<file path="src/rtl/alu_arbiter_if.sv">
// alu_arbiter_if: requester, response and ALU-drive signals of alu_arbiter
interface alu_arbiter_if #(
   parameter int DW = 8,
   parameter int CW = 4
);
   logic [1:0]    req_valid;
   logic [1:0]    req_ready;
   logic [DW-1:0] req_opa [2];
   logic [DW-1:0] req_opb [2];
   logic [CW-1:0] req_cmd [2];
   logic [1:0]    req_mode;
   logic [1:0]    req_cin;
   logic [1:0]    rsp_valid;
   logic [1:0]    rsp_ready;
   logic [DW:0]   rsp_res;
   logic [5:0]    rsp_flags;
   logic          alu_ce;
   logic [1:0]    alu_inp_valid;
   logic [DW-1:0] alu_opa;
   logic [DW-1:0] alu_opb;
   logic [CW-1:0] alu_cmd;
   logic          alu_mode;
   logic          alu_cin;
   logic [DW:0]   alu_res;
   logic          alu_cout, alu_oflow, alu_g, alu_e, alu_l, alu_err;
   modport slave (
      input  req_valid, req_opa, req_opb, req_cmd, req_mode, req_cin, rsp_ready,
      input  alu_res, alu_cout, alu_oflow, alu_g, alu_e, alu_l, alu_err,
      output req_ready, rsp_valid, rsp_res, rsp_flags,
      output alu_ce, alu_inp_valid, alu_opa, alu_opb, alu_cmd, alu_mode, alu_cin
   );
   modport master (
      output req_valid, req_opa, req_opb, req_cmd, req_mode, req_cin, rsp_ready,
      output alu_res, alu_cout, alu_oflow, alu_g, alu_e, alu_l, alu_err,
      input  req_ready, rsp_valid, rsp_res, rsp_flags,
      input  alu_ce, alu_inp_valid, alu_opa, alu_opb, alu_cmd, alu_mode, alu_cin
   );
endinterface

</file>
<file path="src/rtl/alu_arbiter.sv">
// alu_arbiter: two requesters share one multi-cycle ALU, one op in flight; define ALU_ARB_FIXED_PRIO_EN for requester-0 priority
module alu_arbiter #(
   parameter int DW      = 8,
   parameter int CW      = 4,
   parameter int LAT     = 1,
   parameter int MUL_LAT = 3
) (
   input  logic         i_clk,
   input  logic         i_rst,
   output logic         o_busy,
   alu_arbiter_if.slave bus
);
   typedef enum logic [1:0] {IDLE, ISSUE, WAIT, RESP} state_t;
   state_t        r_state, w_next;
   logic          r_gnt, w_gnt, w_any, w_mul;
   logic [DW-1:0] r_opa, r_opb;
   logic [CW-1:0] r_cmd;
   logic          r_mode, r_cin;
   logic [7:0]    r_cnt;
   logic [DW:0]   r_res, w_res;
   logic [5:0]    r_flags, w_flags;

   assign w_any = |bus.req_valid;
   assign w_mul = r_mode && (r_cmd == CW'(4'h9) || r_cmd == CW'(4'hA));

`ifdef ALU_ARB_FIXED_PRIO_EN
   assign w_gnt = ~bus.req_valid[0];
`else
   logic r_ptr;
   assign w_gnt = (&bus.req_valid) ? r_ptr : bus.req_valid[1];
   // after each completed response, favour the requester that was not served
   always_ff @(posedge i_clk)
      if (i_rst) r_ptr <= 1'b0;
      else if (r_state == RESP && bus.rsp_ready[r_gnt]) r_ptr <= ~r_gnt;
`endif

   // state register
   always_ff @(posedge i_clk)
      r_state <= i_rst ? IDLE : w_next;

   // next state: grant, one issue cycle, count down latency, hold until consumed
   always_comb begin
      w_next = r_state;
      case (r_state)
         IDLE:    w_next = w_any ? ISSUE : IDLE;
         ISSUE:   w_next = WAIT;
         WAIT:    w_next = (r_cnt == 8'd1) ? RESP : WAIT;
         RESP:    w_next = bus.rsp_ready[r_gnt] ? IDLE : RESP;
         default: w_next = IDLE;
      endcase
   end

   // only a definite 1 from the ALU is taken as 1; x and z fold to 0
   always_comb begin
      for (int i = 0; i <= DW; i++) w_res[i] = (bus.alu_res[i] === 1'b1);
      w_flags = {bus.alu_cout === 1'b1, bus.alu_oflow === 1'b1, bus.alu_g === 1'b1,
                 bus.alu_e === 1'b1, bus.alu_l === 1'b1, bus.alu_err === 1'b1};
   end

   // operand latch on grant, latency counter, result capture on the last WAIT cycle
   always_ff @(posedge i_clk) begin
      if (i_rst) begin
         r_gnt   <= 1'b0;
         r_opa   <= '0;
         r_opb   <= '0;
         r_cmd   <= '0;
         r_mode  <= 1'b0;
         r_cin   <= 1'b0;
         r_cnt   <= '0;
         r_res   <= '0;
         r_flags <= '0;
      end else begin
         if (r_state == IDLE && w_any) begin
            r_gnt  <= w_gnt;
            r_opa  <= bus.req_opa[w_gnt];
            r_opb  <= bus.req_opb[w_gnt];
            r_cmd  <= bus.req_cmd[w_gnt];
            r_mode <= bus.req_mode[w_gnt];
            r_cin  <= bus.req_cin[w_gnt];
         end
         if (r_state == ISSUE) r_cnt <= w_mul ? 8'(MUL_LAT) : 8'(LAT);
         if (r_state == WAIT) r_cnt <= r_cnt - 8'd1;
         if (r_state == WAIT && r_cnt == 8'd1) begin
            r_res   <= w_res;
            r_flags <= w_flags;
         end
      end
   end

   // handshake and ALU drive decoded from state; ALU enable also held during reset
   always_comb begin
      bus.req_ready     = (!i_rst && r_state == IDLE && w_any) ? (w_gnt ? 2'b10 : 2'b01) : 2'b00;
      bus.rsp_valid     = (!i_rst && r_state == RESP) ? (r_gnt ? 2'b10 : 2'b01) : 2'b00;
      bus.rsp_res       = r_res;
      bus.rsp_flags     = r_flags;
      bus.alu_ce        = i_rst || r_state == ISSUE || r_state == WAIT;
      bus.alu_inp_valid = (!i_rst && r_state == ISSUE) ? 2'b11 : 2'b00;
      bus.alu_opa       = r_opa;
      bus.alu_opb       = r_opb;
      bus.alu_cmd       = r_cmd;
      bus.alu_mode      = r_mode;
      bus.alu_cin       = r_cin;
      o_busy            = !i_rst && r_state != IDLE;
   end
endmodule

</file>
<file path="src/flat_wrapper.sv">
// flat-port wrapper written by rule: the top's interface ports become plain ports
module alu_arbiter_flat 
#(
   parameter int DW      = 8,
   parameter int CW      = 4,
   parameter int LAT     = 1,
   parameter int MUL_LAT = 3
)
  (i_clk, i_rst, o_busy, bus_req_valid, bus_req_opa, bus_req_opb, bus_req_cmd, bus_req_mode, bus_req_cin, bus_rsp_ready, bus_alu_res, bus_alu_cout, bus_alu_oflow, bus_alu_g, bus_alu_e, bus_alu_l, bus_alu_err, bus_req_ready, bus_rsp_valid, bus_rsp_res, bus_rsp_flags, bus_alu_ce, bus_alu_inp_valid, bus_alu_opa, bus_alu_opb, bus_alu_cmd, bus_alu_mode, bus_alu_cin);
  alu_arbiter_if #(.DW(DW), .CW(CW)) bus_i ();
  input  logic i_clk;
  input  logic i_rst;
  output logic o_busy;
  input wire logic [$bits(bus_i.req_valid)-1:0] bus_req_valid;
  input wire logic [$bits(bus_i.req_opa)-1:0] bus_req_opa;
  input wire logic [$bits(bus_i.req_opb)-1:0] bus_req_opb;
  input wire logic [$bits(bus_i.req_cmd)-1:0] bus_req_cmd;
  input wire logic [$bits(bus_i.req_mode)-1:0] bus_req_mode;
  input wire logic [$bits(bus_i.req_cin)-1:0] bus_req_cin;
  input wire logic [$bits(bus_i.rsp_ready)-1:0] bus_rsp_ready;
  input wire logic [$bits(bus_i.alu_res)-1:0] bus_alu_res;
  input wire logic [$bits(bus_i.alu_cout)-1:0] bus_alu_cout;
  input wire logic [$bits(bus_i.alu_oflow)-1:0] bus_alu_oflow;
  input wire logic [$bits(bus_i.alu_g)-1:0] bus_alu_g;
  input wire logic [$bits(bus_i.alu_e)-1:0] bus_alu_e;
  input wire logic [$bits(bus_i.alu_l)-1:0] bus_alu_l;
  input wire logic [$bits(bus_i.alu_err)-1:0] bus_alu_err;
  output wire logic [$bits(bus_i.req_ready)-1:0] bus_req_ready;
  output wire logic [$bits(bus_i.rsp_valid)-1:0] bus_rsp_valid;
  output wire logic [$bits(bus_i.rsp_res)-1:0] bus_rsp_res;
  output wire logic [$bits(bus_i.rsp_flags)-1:0] bus_rsp_flags;
  output wire logic [$bits(bus_i.alu_ce)-1:0] bus_alu_ce;
  output wire logic [$bits(bus_i.alu_inp_valid)-1:0] bus_alu_inp_valid;
  output wire logic [$bits(bus_i.alu_opa)-1:0] bus_alu_opa;
  output wire logic [$bits(bus_i.alu_opb)-1:0] bus_alu_opb;
  output wire logic [$bits(bus_i.alu_cmd)-1:0] bus_alu_cmd;
  output wire logic [$bits(bus_i.alu_mode)-1:0] bus_alu_mode;
  output wire logic [$bits(bus_i.alu_cin)-1:0] bus_alu_cin;
  assign bus_i.req_valid = bus_req_valid;
  assign bus_i.req_opa = {>>{bus_req_opa}};
  assign bus_i.req_opb = {>>{bus_req_opb}};
  assign bus_i.req_cmd = {>>{bus_req_cmd}};
  assign bus_i.req_mode = bus_req_mode;
  assign bus_i.req_cin = bus_req_cin;
  assign bus_i.rsp_ready = bus_rsp_ready;
  assign bus_i.alu_res = bus_alu_res;
  assign bus_i.alu_cout = bus_alu_cout;
  assign bus_i.alu_oflow = bus_alu_oflow;
  assign bus_i.alu_g = bus_alu_g;
  assign bus_i.alu_e = bus_alu_e;
  assign bus_i.alu_l = bus_alu_l;
  assign bus_i.alu_err = bus_alu_err;
  assign bus_req_ready = bus_i.req_ready;
  assign bus_rsp_valid = bus_i.rsp_valid;
  assign bus_rsp_res = bus_i.rsp_res;
  assign bus_rsp_flags = bus_i.rsp_flags;
  assign bus_alu_ce = bus_i.alu_ce;
  assign bus_alu_inp_valid = bus_i.alu_inp_valid;
  assign bus_alu_opa = bus_i.alu_opa;
  assign bus_alu_opb = bus_i.alu_opb;
  assign bus_alu_cmd = bus_i.alu_cmd;
  assign bus_alu_mode = bus_i.alu_mode;
  assign bus_alu_cin = bus_i.alu_cin;
  alu_arbiter #(.DW(DW), .CW(CW), .LAT(LAT), .MUL_LAT(MUL_LAT)) u_core (.i_clk(i_clk), .i_rst(i_rst), .o_busy(o_busy), .bus(bus_i));
endmodule
</file>
<file path="config.mk">
export PLATFORM = sky130hd
export DESIGN_NAME = alu_arbiter_flat
export DESIGN_NICKNAME = d
export VERILOG_FILES = /design/src/rtl/alu_arbiter_if.sv /design/src/rtl/alu_arbiter.sv /design/src/flat_wrapper.sv
export SDC_FILE = /design/constraint.sdc
export NUM_CORES = 1
export LEC_CHECK = 0
export ABC_AREA = 1
export CAP_MARGIN = 20
export CORE_AREA = 2 2 94 96
export CTS_CLUSTER_SIZE = 10
export DETAILED_ROUTE_END_ITERATION = 10
export DIE_AREA = 0 0 96 98
export HOLD_SLACK_MARGIN = 0.06
export PLACE_DENSITY_LB_ADDON = 0.25
export SYNTH_ARGS = -nofsm -noshare
export SYNTH_HDL_FRONTEND = slang
export SYNTH_SLANG_ARGS = --single-unit
</file>
<file path="constraint.sdc">
create_clock -name i_clk -period 1.7 [get_ports i_clk]
set_clock_uncertainty 0.2 [all_clocks]
set_input_delay 0.17 -clock i_clk [delete_from_list [all_inputs] [get_ports i_clk]]
set_output_delay 0.17 -clock i_clk [all_outputs]
set_load 0.02 [all_outputs]
</file>
# Word level (Yosys, flattened, before mapping)
# Cells that the tools add are included.
# classes
n_addsub,1
order_cmp,3
n_eq_ne,21
mux,28
n_bitwise,2
n_reduce_logical,18
# ops
operator,count
8-bit 2-to-1 mux,8
1-bit case equality test (second input constant),15
2-bit 2-to-1 mux,7
4-bit 2-to-1 mux,3
1-bit logical AND,9
1-bit 2-to-1 mux,9
4-bit == test (second input constant),2
8-bit by 1-bit == test with 1-bit output (second input constant),1
2-bit one-hot mux with 4 select lines,1
8-bit by 1-bit subtractor with 8-bit output (second input constant),1
2-bit == test (second input constant),2
1-bit by 2-bit less-than comparator with 1-bit output (second input constant),2
2-bit nonzero test,2
1-bit logical OR,3
2-bit by 1-bit == test with 1-bit output (second input constant),1
2-bit >= comparator (second input constant),1
2-bit zero test,1
1-bit inverter with 2-bit output,1
2-bit AND reduction,1
2-bit OR reduction,1
1-bit zero test,1
1-bit inverter,1
# word_totals
register_bits,49
input_bits,65
output_inout_bits,45
elab_cells,84

# Depth between registers and ports, before layout
# Gate-level depths: netlist (run 1).
# depth
depth_word,6
depth_mapped,8
ltp_nobuf,8

# Worst setup path before layout (run 1)
# OpenSTA, ideal clock, no wires.
# synth_path
path_kind,register to output
start,register u_core.r_state[1]
end,output port bus_req_ready[0]
t_arrival_ps,1391
t_required_ps,1330
path_slack_ps,-61
path_stages_with_launch,8
n_path_buf,1
cell_sequence,dfxtp_1 inv_1 ha_1 inv_1 nor2_8 buf_6 nand2_1 a21oi_1
# synth_via
elab_chain_len,4
# synth_lines
element,line,source
start: declaration,alu_arbiter.sv:14,"state_t r_state, w_next;"
start signal: assignment,alu_arbiter.sv:39,r_state <= i_rst ? IDLE : w_next;
2-bit zero test,alu_arbiter.sv:92,bus.req_ready = (!i_rst && r_state == IDLE && w_any) ? (w_gnt ? 2'b10 : 2'b01) : 2'b00;
1-bit logical AND (2 in series),alu_arbiter.sv:92,
2-bit 2-to-1 mux,alu_arbiter.sv:92,
end: declaration,flat_wrapper.sv:28,output wire logic [$bits(bus_i.req_ready)-1:0] bus_req_ready;
# No other way between the ends.

# Final worst setup path (run 1)
# layout_path
start,register u_core.r_state[0]
end,output port bus_req_ready[1]
# The elaborated chain is that of the path after synthesis.

==> results.md, run 1 <==
* Gr ovfl total at 0
* Worst path bufs/invs at 4
* RSZ-0062 raised after global routing: true
* Register area share after synthesis at 0.3996
* Number of global-route vias before repair at 2,485
* Tmin final at 1743 ps
* DRT iter0 DRCs at 85
* Initial Util at 0.2900
* Tcrit/Tclk final at 1.025
* Pleak at 1.804 nW
* DP Worst Slack at -406.5 ps
* Die area at 9408 sq um
* Mapped Area at 2455 sq um
* Worst-Margin Slew at 444.1 ps
* CTS HTree Levels at 2
* Register-to-register setup slack at -10 ps
* Initial antenna violation count at 0
* Area Overhead vs Synth at 66.00%
* I/O pin cnt at 110
* Post-DRT Antenna Nets at 0
* Row count at 34
* Final hold vios at 0
* Share of layout cells above drive strength 1 at 0.1636
* Clock latency on the worst-skew pair at 310 ps
* Status: complete, but fails checks
* DR WL/cell at 11.92 um
* Synth area leaders: dfxtp_1 (40%), nand2_1 (11%), nor2_1 (10%), a21oi_1 (6.1%), nand3_1 (5.9%)
* Max Cap Viol at 0
* Clock sink count at 49
* Crit path max-delay family: buffers and inverters
* Slowest stage cell, crit path: dfxtp_2
* Residual DRC at 0
* Failing checks: setup timing
* Global Route Usage Sum at 0.1490
* FMAX at 0.5738 GHz
* # diodes at 0
* Clk root buf: clkbuf_8
* NumNets Final at 560
* Slowest stage delay, CP at 330 ps
* Post-cts hold buffer count at 0
* First-pass GRT wire length at 11,160 um
* Yosys warns at 0
* Synthesized area per cell at 6.819 sq um
* Commonest non-fill, non-tap cell in the layout: clkdlybuf4s50_1
* Cells after Synth at 360
* Clock transition at the registers of the reported paths at 90 ps
* Commonest non-fill, non-tap cells in the layout: clkdlybuf4s50_1 (95), nand2_1 (69), nor2_1 (62), dfxtp_1 (47), inv_1 (33)
* Placed Area at 3724 sq um
* Port bufs at 109
* Worst reg-to-reg path cell count at 11
* Worst hold path type: input pin to register
* Yosys reg bits at 49
* Slew Limit Fails at 0
* CP Capture Type: output pin
* Die Ht at 98 um
* Fillers at 844
* Hold Crit Endpoint: u_core.bus.alu_opb[4]
* CP Data Arrival Time at 1370 ps
* Post-layout instance area at 4075 sq um
* First-pass DRT Iterations at 4
* DP HPWL at 5104 um
* Max VDD drop at 0.0003922 V
* Critical setup path kind: register to output pin
* Core area at 8466 sq um
* CTS buffer count at 5
* Pwr dens at 981.1 nW/um^2
* Vias per inst at 4.461
* Critical Path RT at 1330 ps
* Setup ws final at -42.67 ps
* CTS Buffer Depth at 2
* WHS Path Cells at 3
* Crit path cell chain: inv_2, buf_6, ha_4, inv_4, nor2_8, nand2_4, nor2_1, buf_4
* Syn_nets at 432
* Reg2reg start: u_core.r_state[0]
* Post-synth top area cell: dfxtp_1
* Post-Route WL at 7117 um
* R2R Path End: u_core.bus.rsp_flags[0]
* WHS at 261.0 ps
* RD Place Congestion at 0.8758
* CTS tree: done
* Hold_sp: bus_req_opb[12]
* CP startpoint kind: register
* Worst Path Max Fanout at 3
* Setup violators final at 8
* Synth top area share at 0.3996
* Die width at 96 um
* Largest net degree at the start of global routing at 46
* Vias at 2,663
* Slew HR at 0.7017
* Library cells used by synthesis at 23
final cells by class:
type                    count  area [sq um]  area share
multi-input cells         253          1284      0.3150
repair buffers            140          1423      0.3491
inverters                  39         148.9     0.03654
clock inverters             1         5.005    0.001228
flip-flops and latches     49         983.4      0.2413
clock buffers               7         96.34     0.02364
well taps                 108         135.1     0.03316
cells in the mapped netlist:
cell type	number
nand2_2	2
nand3_1	29
nand3_2	1
buf_1	1
dfxtp_1	49
buf_2	6
nor2_4	3
nor2_8	1
ha_1	7
a31oi_1	2
nor3_1	4
o21ai_0	26
o22ai_1	1
clkbuf_1	3
inv_1	38
nand2_1	74
o21ai_1	3
nand4_1	2
inv_2	1
buf_6	7
a21oi_1	30
nor2_1	68
buf_4	2
layer usage:
| layer | global-route usage | wire (um) |
|---|---|---|
| met1 | 0.1682 | 3101 |
| met2 | 0.2601 | 3341 |
| met3 | 0.05556 | 594 |
| met4 | 0.03846 | 79 |
| met5 | 0 | 0 |
cell families (layout without fill, tap and decap cells):
group           count (synthesis)  count (layout)  synth area share
simple gates                  184             184            0.3206
flops                          49              49            0.3996
compound gates                 62              62            0.1279
fa+ha+maj                       7               7           0.03568
buf+inv                        58             187            0.1162
stage by stage:
| stage | util | TNS (ps) | instances | power [mW] |
|---|---|---|---|---|
| CTS | 0.4633 | -393.8 | 592 | 3.861 |
| finish | 0.4814 | -118.9 | 597 | 3.998 |
| floorplan | - | -14.39 | 360 | 2.413 |
| global placement | 0.4398 | -5993 | 580 | 3.015 |
| detailed placement | 0.4398 | -6618 | 580 | 3.037 |
| global route | 0.4814 | -2267 | 597 | 4.276 |
registers in the layout (all words and copies together) (netlist names):
signal and cells:
u_core.r_cnt 8, u_core.r_gnt 1, u_core.bus.rsp_flags 6, u_core.bus.alu_opb 8
u_core.bus.alu_cin 1, u_core.bus.rsp_res 9, u_core.bus.alu_mode 1, u_core.r_ptr 1
u_core.bus.alu_cmd 4, u_core.bus.alu_opa 8, u_core.r_state 2
worst min-delay path, stage by stage:
cell	delay, ps
clkdlybuf4s50_1	400
a21oi_1	120
nor2_1	40
worst max-delay path by stage:
| stage | start | endpoint | slack, ps | depth (start not counted) |
|---|---|---|---|---|
| global route | u_core.r_state[0] | u_core.bus.rsp_res[7] | -110 | 11 |
| floorplan | u_core.r_state[1] | bus_req_ready[1] | -10 | 7 |
| global placement | bus_req_valid[1] | bus_req_ready[1] | -400 | 6 |
| CTS | u_core.r_state[1] | bus_alu_ce | -40 | 6 |
| finish | u_core.r_state[0] | bus_req_ready[1] | -40 | 8 |
| detailed placement | bus_req_valid[1] | bus_req_ready[0] | -410 | 6 |
report_power, final:
group | internal (mW) | switching (mW) | total (mW) | leakage, nW
registers | 1.34 | 0.124 | 1.46 | 0.403
clock network | 0.368 | 0.393 | 0.761 | 0.0542
logic | 0.847 | 0.929 | 1.78 | 1.35
total | 2.55 | 1.45 | 4.00 | 1.80
repair_timing:
item | in CTS | in global routing
setup buffers | 2 | 5
resized for setup | 51 | 38
endpoints found under the setup margin | 50 | 43
pin swaps | 4 | 11
cloned | 2 | 0
(Power assumes the default switching activity.)
==> inputs of run 2 (changes only) <==
Settings changed: CELL_PAD_IN_SITES_DETAIL_PLACEMENT set to 2, CELL_PAD_IN_SITES_GLOBAL_PLACEMENT set to 2, CORE_AREA 2 2 94 96 to 2 2 112 114, DIE_AREA 0 0 96 98 to 0 0 114 116, SETUP_SLACK_MARGIN set to 0.1.
==> run 2 against run 1 <==
The flow still finishes with violations (setup timing). Routed wire length grew 43%. Clock power rose by 70%. Sequential power about the same. Flip-flop and latch count unchanged. Final cell count up 7.7%. Sequential share of layout area decreased by 1.9 points. Die area increased by 41%. Global-route usage about the same. Setup slack lost 31 ps. Total power grew 19%. Largest cell class unchanged.
==> results.md, run 2 (synthesis results as in run 1) <==
* DP Cell Count at 621 (was 580)
* CP Data Arrival Time at 1760 ps (was 1370 ps)
* Pleak at 2.055 nW (was 1.804 nW)
* Max VDD drop at 0.0006299 V (was 0.0003922 V)
* CTS tree: done (unchanged)
* CTS buffer count at 5 (unchanged)
* Global Route Usage Sum at 0.1488 (was 0.1490)
* Post-Route WL at 10,170 um (was 7117 um)
* Critical Path RT at 1690 ps (was 1330 ps)
* Post-DRT Antenna Nets at 0 (unchanged)
* Largest net degree at the start of global routing at 46 (unchanged)
* CTS HTree Levels at 2 (unchanged)
* Worst path bufs/invs at 5 (was 4)
* RD Place Congestion at 0.7577 (was 0.8758)
* Hold Crit Endpoint: u_core.bus.rsp_res[0] (was u_core.bus.alu_opb[4])
* R2R Path End: u_core.bus.rsp_res[5] (was u_core.bus.rsp_flags[0])
* WHS at 279.1 ps (was 261.0 ps)
* Clock latency on the worst-skew pair at 290 ps (was 310 ps)
* Clk root buf: clkbuf_16 (was clkbuf_8)
* Reg2reg start: u_core.r_state[0] (unchanged)
* Vias at 2,852 (was 2,663)
* Crit path max-delay family: buffers and inverters (unchanged)
* Fillers at 1,351 (was 844)
* Initial Util at 0.2061 (was 0.2900)
* Max Cap Viol at 0 (unchanged)
* Commonest non-fill, non-tap cell in the layout: clkdlybuf4s50_1 (unchanged)
* Vias per inst at 4.435 (was 4.461)
* Final hold vios at 0 (unchanged)
* Clock sink count at 49 (unchanged)
* Crit path cell chain: inv_2, buf_6, ha_4, buf_6, nand4_1, nor2_4, buf_12, buf_12, nand2_1, nand2_1, nor2_1 (was inv_2, buf_6, ha_4, inv_4, nor2_8, nand2_4, nor2_1, buf_4)
* Area Overhead vs Synth at 80.17% (was 66.00%)
* CP startpoint kind: register (unchanged)
* Die Ht at 116 um (was 98 um)
* FMAX at 0.5638 GHz (was 0.5738 GHz)
* Residual DRC at 0 (unchanged)
* Worst hold path type: register to register (was input pin to register)
* Post-cts hold buffer count at 0 (unchanged)
* Register-to-register setup slack at -70 ps (was -10 ps)
* Number of global-route vias before repair at 3,151 (was 2,485)
* Critical setup path kind: register to register (was register to output pin)
* Slowest stage delay, CP at 330 ps (about the same)
* Worst Path Max Fanout at 8 (was 3)
* DRT iter0 DRCs at 69 (was 85)
* Hold_sp: u_core.bus.rsp_res[0] (was bus_req_opb[12])
* # diodes at 0 (unchanged)
* Setup ws final at -73.62 ps (was -42.67 ps)
* Initial antenna violation count at 0 (unchanged)
* Slew HR at 0.6809 (was 0.7017)
* I/O pin cnt at 110 (unchanged)
* WHS Path Cells at 2 (was 3)
* Die area at 13,220 sq um (was 9408 sq um)
* First-pass DRT Iterations at 4 (unchanged)
* Die width at 114 um (was 96 um)
* Commonest non-fill, non-tap cells in the layout: clkdlybuf4s50_1 (64), nor2_1 (61), nand2_1 (56), dfxtp_1 (47), dlygate4sd2_1 (33) (was clkdlybuf4s50_1 (95), nand2_1 (69), nor2_1 (62), dfxtp_1 (47), inv_1 (33))
* Clock transition at the registers of the reported paths at 70 ps (was 90 ps)
* Row count at 40 (was 34)
* CTS Buffer Depth at 2 (unchanged)
* Gr ovfl total at 0 (unchanged)
* Largest register FFs at 9 (unchanged)
* RSZ-0062 raised after global routing: true (unchanged)
* Tmin final at 1774 ps (was 1743 ps)
* Worst reg-to-reg path cell count at 11 (unchanged)
* NumNets Final at 567 (was 560)
* DR WL/cell at 15.82 um (was 11.92 um)
* Worst-Margin Slew at 475.1 ps (was 444.1 ps)
* Slew Limit Fails at 0 (unchanged)
* Post-Layout Cell Count at 643 (was 597)
* Core area at 11,910 sq um (was 8466 sq um)
* First-pass GRT wire length at 15,610 um (was 11,160 um)
* Slowest stage cell, crit path: dfxtp_2 (unchanged)
* CP Capture Type: register (was output pin)
* Share of layout cells above drive strength 1 at 0.2298 (was 0.1636)
* Status: complete, but fails checks (unchanged)
* Failing checks: setup timing (unchanged)
* Port bufs at 109 (unchanged)
* Tcrit/Tclk final at 1.043 (was 1.025)
* Setup violators final at 18 (was 8)
* DP HPWL at 6778 um (was 5104 um)
* Pwr dens at 1073 nW/um^2 (was 981.1 nW/um^2)
-- run 2: final cells by class --
class                   instances  area [sq um]  area share
repair buffers                147          1494      0.3378
clock buffers                   5         125.1     0.02829
multi-input cells             253          1410      0.3188
inverters                      39         161.4     0.03649
clock inverters                 3         65.06     0.01471
flip-flops and latches         49         983.4      0.2223
well taps                     147         183.9     0.04158
-- run 2: routing by layer --
metal  global-route usage  part of all wire  vias up
met2               0.2782              0.50       82
li1                     -                 -     1407
met5                    0                 0        -
met4              0.03333            0.0083        0
met3              0.04498             0.070        6
met1               0.1661              0.42     1357
-- run 2: worst max path at each step --
stage,from,end,depth (start not counted)
3_5_place_dp,bus_req_valid[1],bus_req_ready[1],5
5_1_grt,u_core.r_state[0],u_core.bus.rsp_flags[3],11
6_report,u_core.r_state[0],u_core.bus.rsp_res[5],11
3_3_place_gp,bus_req_valid[1],bus_req_ready[0],6
4_1_cts,u_core.r_state[0],u_core.bus.rsp_flags[4],11
2_1_floorplan,u_core.r_state[1],bus_req_ready[0],7
-- run 2: per-stage QoR --
stage | util | setup TNS (ps) | power (mW) | worst slack [ps] | cell area, sq um
floorplan | - | 0 | 2.418 | 113.8 | 2476
global placement | 0.3194 | -7124 | 3.082 | -429.2 | 3805
detailed placement | 0.3194 | -8906 | 3.143 | -463.8 | 3805
CTS | 0.3535 | -164.2 | 4.567 | -18.46 | 4210
global route | 0.3713 | -2639 | 5.063 | -153.7 | 4423
finish | 0.3713 | -945.1 | 4.747 | -73.62 | 4423
-- run 2: power breakdown --
group / total, mW / internal [mW] / switching [mW]
clock network: 1.29 / 0.841 / 0.454
logic: 1.97 / 0.889 / 1.08
registers: 1.48 / 1.34 / 0.141
total: 4.75 / 3.07 / 1.68
-- run 2: worst register-to-register path, cell delays in order (launching register included) --
cell	delay [ps]
dfxtp_2	330
inv_2	80
buf_6	110
ha_4	130
buf_6	90
nand4_1	150
nor2_4	150
buf_12	140
buf_12	130
nand2_1	60
nand2_1	50
nor2_1	40
-- run 2: repair_timing --
action,4_1_cts,5_1_grt
gates cloned,2,2
endpoints found under the setup margin,85,56
gates resized for setup,126,54
buffers inserted,5,5
pin swaps,7,6
